`config.mk`:
```
export PLATFORM = sky130hd
export DESIGN_NAME = mem_arbiter
export DESIGN_NICKNAME = d
export VERILOG_FILES = /design/src/rtl/mem_arbiter.sv
export SDC_FILE = /design/constraint.sdc
export NUM_CORES = 1
export LEC_CHECK = 0
export BUFFER_PORTS_ARGS = -buffer_cell sky130_fd_sc_hd__buf_2
export CORE_ASPECT_RATIO = 1.2
export CORE_MARGIN = 1
export CORE_UTILIZATION = 41
export CTS_BUF_LIST = sky130_fd_sc_hd__clkbuf_8
export CTS_CLUSTER_DIAMETER = 80
export DETAILED_ROUTE_END_ITERATION = 12
export PLACE_DENSITY = 0.8
export SYNTH_ARGS = -nofsm -noshare
export SYNTH_HDL_FRONTEND = slang
export SYNTH_SLANG_ARGS = --single-unit
```
`constraint.sdc`:
```
create_clock -name clk -period 1.7 [get_ports clk]
set_input_delay 0.085 -clock clk [delete_from_list [all_inputs] [get_ports clk]]
set_output_delay 0.085 -clock clk [all_outputs]
set_load 0.005 [all_outputs]
```
`src/rtl/mem_arbiter.sv`:
```
// mem_arbiter: arbitrates fetch (I) and data (D) ports onto the single-ported memory with registered responses
// Define ARB_FAIR_EN to force an I grant after STARVE_LIMIT consecutive denied cycles; otherwise D has strict priority.
module mem_arbiter #(
  parameter int ADDR_WIDTH = 16,
  parameter int STARVE_LIMIT = 4
) (
  input  logic                  clk,
  input  logic                  rst,
  input  logic                  i_req,
  input  logic [ADDR_WIDTH-1:0] i_addr,
  output logic                  i_gnt,
  output logic                  i_rvalid,
  output logic [15:0]           i_rdata,
  output logic                  i_err,
  input  logic                  d_req,
  input  logic                  d_wr,
  input  logic [ADDR_WIDTH-1:0] d_addr,
  input  logic [15:0]           d_wdata,
  output logic                  d_gnt,
  output logic                  d_rvalid,
  output logic [15:0]           d_rdata,
  output logic                  d_err,
  output logic                  mem_enable,
  output logic                  mem_wr,
  output logic [ADDR_WIDTH-1:0] mem_addr,
  output logic [15:0]           mem_data_in,
  input  logic [15:0]           mem_data_out
);
  logic fair;
  logic [ADDR_WIDTH-1:0] sel_addr;
`ifdef ARB_FAIR_EN
  localparam int CW = $clog2(STARVE_LIMIT + 1);
  logic [CW-1:0] cnt;
  assign fair = cnt == CW'(STARVE_LIMIT) && i_req && d_req;
  always_ff @(posedge clk or posedge rst)
    if (rst) cnt <= '0;
    else if (i_req && !i_gnt) cnt <= cnt == CW'(STARVE_LIMIT) ? cnt : cnt + 1'b1;
    else cnt <= '0;
`else
  logic unused_limit;
  assign fair = 1'b0;
  assign unused_limit = |STARVE_LIMIT;
`endif
  always_comb begin
    d_gnt = d_req && !rst && !fair;
    i_gnt = i_req && !rst && !d_gnt;
    sel_addr = d_gnt ? d_addr : i_addr;
    mem_enable = (i_gnt || d_gnt) && !sel_addr[0];
    mem_wr = d_gnt && d_wr && !d_addr[0];
    mem_addr = (i_gnt || d_gnt) ? sel_addr : '0;
    mem_data_in = d_gnt ? d_wdata : '0;
  end
  // misaligned grants consume the request but only raise err; memory is never enabled for them
  always_ff @(posedge clk or posedge rst)
    if (rst) begin
      i_rvalid <= 1'b0;
      i_err <= 1'b0;
      i_rdata <= '0;
      d_rvalid <= 1'b0;
      d_err <= 1'b0;
      d_rdata <= '0;
    end else begin
      i_rvalid <= i_gnt && !i_addr[0];
      i_err <= i_gnt && i_addr[0];
      if (i_gnt && !i_addr[0]) i_rdata <= mem_data_out;
      d_rvalid <= d_gnt && !d_wr && !d_addr[0];
      d_err <= d_gnt && d_addr[0];
      if (d_gnt && !d_wr && !d_addr[0]) d_rdata <= mem_data_out;
    end
endmodule

```
==> metrics.txt <==
# TYPE chip_impl_metric gauge
chip_impl_info{name="status",value="complete, no violations"} 1
chip_impl_metric{name="cts_made_buffers",unit=""} 5
chip_impl_metric{name="die_w",unit="µm"} 63.0
chip_impl_metric{name="viasPerCell",unit=""} 4.78
chip_impl_info{name="root_buffer",value="clkbuf_8"} 1
chip_impl_metric{name="final_cell_count_without_fillers",unit=""} 355
chip_impl_metric{name="route.detailed.wl_per_inst",unit="µm"} 13.4
chip_impl_metric{name="die_h",unit="µm"} 75.2
chip_impl_metric{name="area.growth.synth_to_final",unit="%"} 46.4
chip_impl_metric{name="max_cap_violations",unit=""} 0
chip_impl_metric{name="grt_pass1_vias",unit=""} 1442
chip_impl_info{name="cp-start-kind",value="primary input"} 1
chip_impl_metric{name="worst_setup_hold_path_clk_slew",unit="ns"} 0.07
chip_impl_info{name="worstSetupEndpointType",value="output pin"} 1
chip_impl_metric{name="io_pins",unit=""} 141
chip_impl_metric{name="grt_max_degree",unit=""} 37
chip_impl_metric{name="postCtsResizedCells",unit=""} 0
chip_impl_metric{name="timing_max_transition_violations_final",unit=""} 0
chip_impl_metric{name="grt_first_pass_wirelength",unit="µm"} 6920
chip_impl_metric{name="h_tree_level_count",unit=""} 2
chip_impl_metric{name="max_freq",unit="MHz"} 812
chip_impl_metric{name="dr.first_iter.drc_count",unit=""} 97
chip_impl_metric{name="synth-seq-area-share",unit="%"} 49.2
chip_impl_info{name="synth.area.top_cells",value="dfrtp_1 49%, mux2_2 14%, mux2_4 7.4%"} 1
chip_impl_metric{name="postSynthCellCount",unit=""} 154
chip_impl_metric{name="worst_skew_late_latency",unit="ns"} 0.28
chip_impl_metric{name="detailedRoute.firstPassIterationCount",unit=""} 4
chip_impl_metric{name="post-layout-total-power",unit="µW"} 2300
chip_impl_metric{name="finalSetupViolCount",unit=""} 0
chip_impl_info{name="synth_largest_area_cell",value="dfrtp_1"} 1
chip_impl_metric{name="drcViolationCount",unit=""} 0
chip_impl_metric{name="final_antenna_net_count",unit=""} 0
chip_impl_metric{name="post-route-util",unit="%"} 62.9
chip_impl_metric{name="grt.total_usage",unit="%"} 19.1
chip_impl_info{name="timing.setup.critical_path_class",value="primary input to output pin"} 1
chip_impl_metric{name="timing.max_slew.rel_slack",unit="%"} 70.4
chip_impl_metric{name="timing.setup.tns",unit="ns"} 0
chip_impl_metric{name="cp.required",unit="ns"} 1.62
chip_impl_info{name="dr.max_layer_used",value="met4"} 1
chip_impl_metric{name="die-area",unit="µm²"} 4740
chip_impl_metric{name="io_buffers",unit=""} 140
chip_impl_metric{name="yosys.cell_types.count",unit=""} 19
chip_impl_metric{name="power_density",unit="nW/µm²"} 859
chip_impl_metric{name="route.met2.wl",unit="µm"} 2400
chip_impl_metric{name="yosysWarningCount",unit=""} 0
chip_impl_metric{name="totalWireLength",unit="µm"} 4760
chip_impl_metric{name="place_area",unit="µm²"} 2590
chip_impl_metric{name="std_cell_rows",unit=""} 26
chip_impl_info{name="grt_setup_unrepaired",value="false"} 1
chip_impl_metric{name="initial_utilization",unit="%"} 43.0
chip_impl_metric{name="p_leak",unit="µW"} 0.00145
chip_impl_metric{name="placed_cells",unit=""} 347
chip_impl_metric{name="final-hold-violation-count",unit=""} 0
chip_impl_metric{name="via_count",unit=""} 1698
chip_impl_metric{name="power.ir.vdd_worst",unit="µV"} 624
chip_impl_metric{name="post_route_cells_drive_above_1_share",unit="%"} 63.2
chip_impl_metric{name="crit_arrival",unit="ns"} 1.15
chip_impl_metric{name="netlist.area_leader.share",unit="%"} 49.2
chip_impl_metric{name="m1WireLength",unit="µm"} 1990
chip_impl_metric{name="antennaDiodeCount",unit=""} 0
chip_impl_metric{name="fin_area",unit="µm²"} 2680
chip_impl_metric{name="globalRouteOverflowTotal",unit=""} 0
chip_impl_info{name="hold_path.class",value="primary input to register"} 1
chip_impl_metric{name="nets",unit=""} 368
chip_impl_metric{name="initial_antenna_violation_count",unit=""} 0
chip_impl_metric{name="clock-sinks",unit=""} 36
chip_impl_metric{name="num-fill-cells",unit=""} 391
chip_impl_metric{name="max_fo_critical_path",unit=""} 19
chip_impl_metric{name="synth.net_count",unit=""} 223
chip_impl_metric{name="layout_worst_path_cycle_share",unit="%"} 72.4
chip_impl_metric{name="final.min_clock_period",unit="ns"} 1.23
chip_impl_metric{name="cts_buffer_depth",unit=""} 2
chip_impl_metric{name="met3_length",unit="µm"} 281
chip_impl_metric{name="design.core.area",unit="µm²"} 4260
chip_impl_metric{name="netlist_area",unit="µm²"} 1830
chip_impl_metric{name="post-dp-hpwl",unit="µm"} 3640
chip_impl_metric{name="place_congestion",unit=""} 0.744
chip_impl_metric{name="clock-skew-final",unit="ns"} 0
chip_impl_metric{name="synth.ff_latch_count",unit=""} 36
chip_impl_metric{name="syn-mean-instance-area",unit="µm²"} 11.9
chip_impl_metric{name="worst_pin_slew",unit="ns"} 0.444
chip_impl_info{name="clock_tree_from_tritoncts",value="built"} 1
stage by stage:
step                setup slack (ns)  hold slack [ns]
floorplan                      0.374            0.214
global placement               0.424            0.279
detailed placement             0.389            0.285
CTS                            0.463           0.0353
global route                   0.369           0.0380
finish                         0.469           0.0398
cell families (layout without fill, tap and decap cells):
| kind of cell | count (synthesis) | after routing | synth area share [%] |
|---|---|---|---|
| AO/OA/AOI/OAI | 17 | 17 | 4.65 |
| buffers and inverters | 12 | 157 | 3.96 |
| flip-flops | 36 | 36 | 49.2 |
| AND/OR/NAND/NOR | 57 | 57 | 20.6 |
| multiplexers | 32 | 32 | 21.5 |
power by group:
group	leakage [µW]	switching (µW)	total (µW)	internal, µW
registers	0.000439	92.8	1120	1030
logic	0.000970	245	631	386
clock network	0.0000452	279	551	272
total	0.00145	617	2300	1690
area by class of cell:
class	count	area (µm²)	share of cell area, %
sequential	36	901	33.6
tap	56	70.1	2.61
clock buffer	5	68.8	2.57
clock inverter	2	8.76	0.327
inverter	1	3.75	0.140
multi-input combinational	106	857	32.0
timing repair buffer	149	771	28.8
critical path, stage by stage:
cell and delay (ns):
buf_2 0.15, buf_4 0.21, nor2b_1 0.22, buf_4 0.22, and2_1 0.14, buf_2 0.11
routing by layer:
metal	vias up	track usage, %
li1	815	-
met4	0	10.1
met5	-	0
met3	8	5.00
met1	810	24.9
met2	65	29.4
cells in the mapped netlist, drive strengths merged:
library cell,count
nor3b,1
or3b,1
clkbuf,5
inv,1
nor2b,1
nand3b,16
and2,18
nor4b,2
and3b,1
buf,6
mux2,32
a21oi,17
nand2,16
nand2b,1
dfrtp,36
final timing paths:
path                                  from              to  slack (ns)  depth (start not counted)
setup / recovery                       rst  mem_data_in[1]        0.47                          6
hold / removal             mem_data_out[1]      i_rdata[1]        0.04                          2
setup reg to reg               d_rdata[13]     d_rdata[13]        0.92                          1
hold reg to reg                 i_rdata[3]      i_rdata[3]        0.51                          1
max in group asynchronous              rst      i_rdata[4]        0.86                          4
min in group asynchronous              rst        d_rvalid        0.52                          4
state kept, by name, summed over array words and instances, names as in the netlist:
name / flops
d_err: 1
d_rdata: 16
d_rvalid: 1
i_err: 1
i_rdata: 16
i_rvalid: 1
layout by cell type (no fill, tap or decap), types with 2 or more instances in the layout:
cell type and n:
mux2_2 23, nand2_1 16, nor4b_4 2, and2_1 18
nand3b_1 16, dfrtp_1 36, mux2_4 9, buf_4 8
buf_2 140, inv_1 2, clkbuf_8 5, a21oi_1 17
what timing repair did:
item	CTS	global route
hold buffers	1	0
setup buffers	0	0
endpoints found under the hold margin	36	0
setup endpoints to repair	0	0
Note: power is estimated with default switching activity, not from simulation.
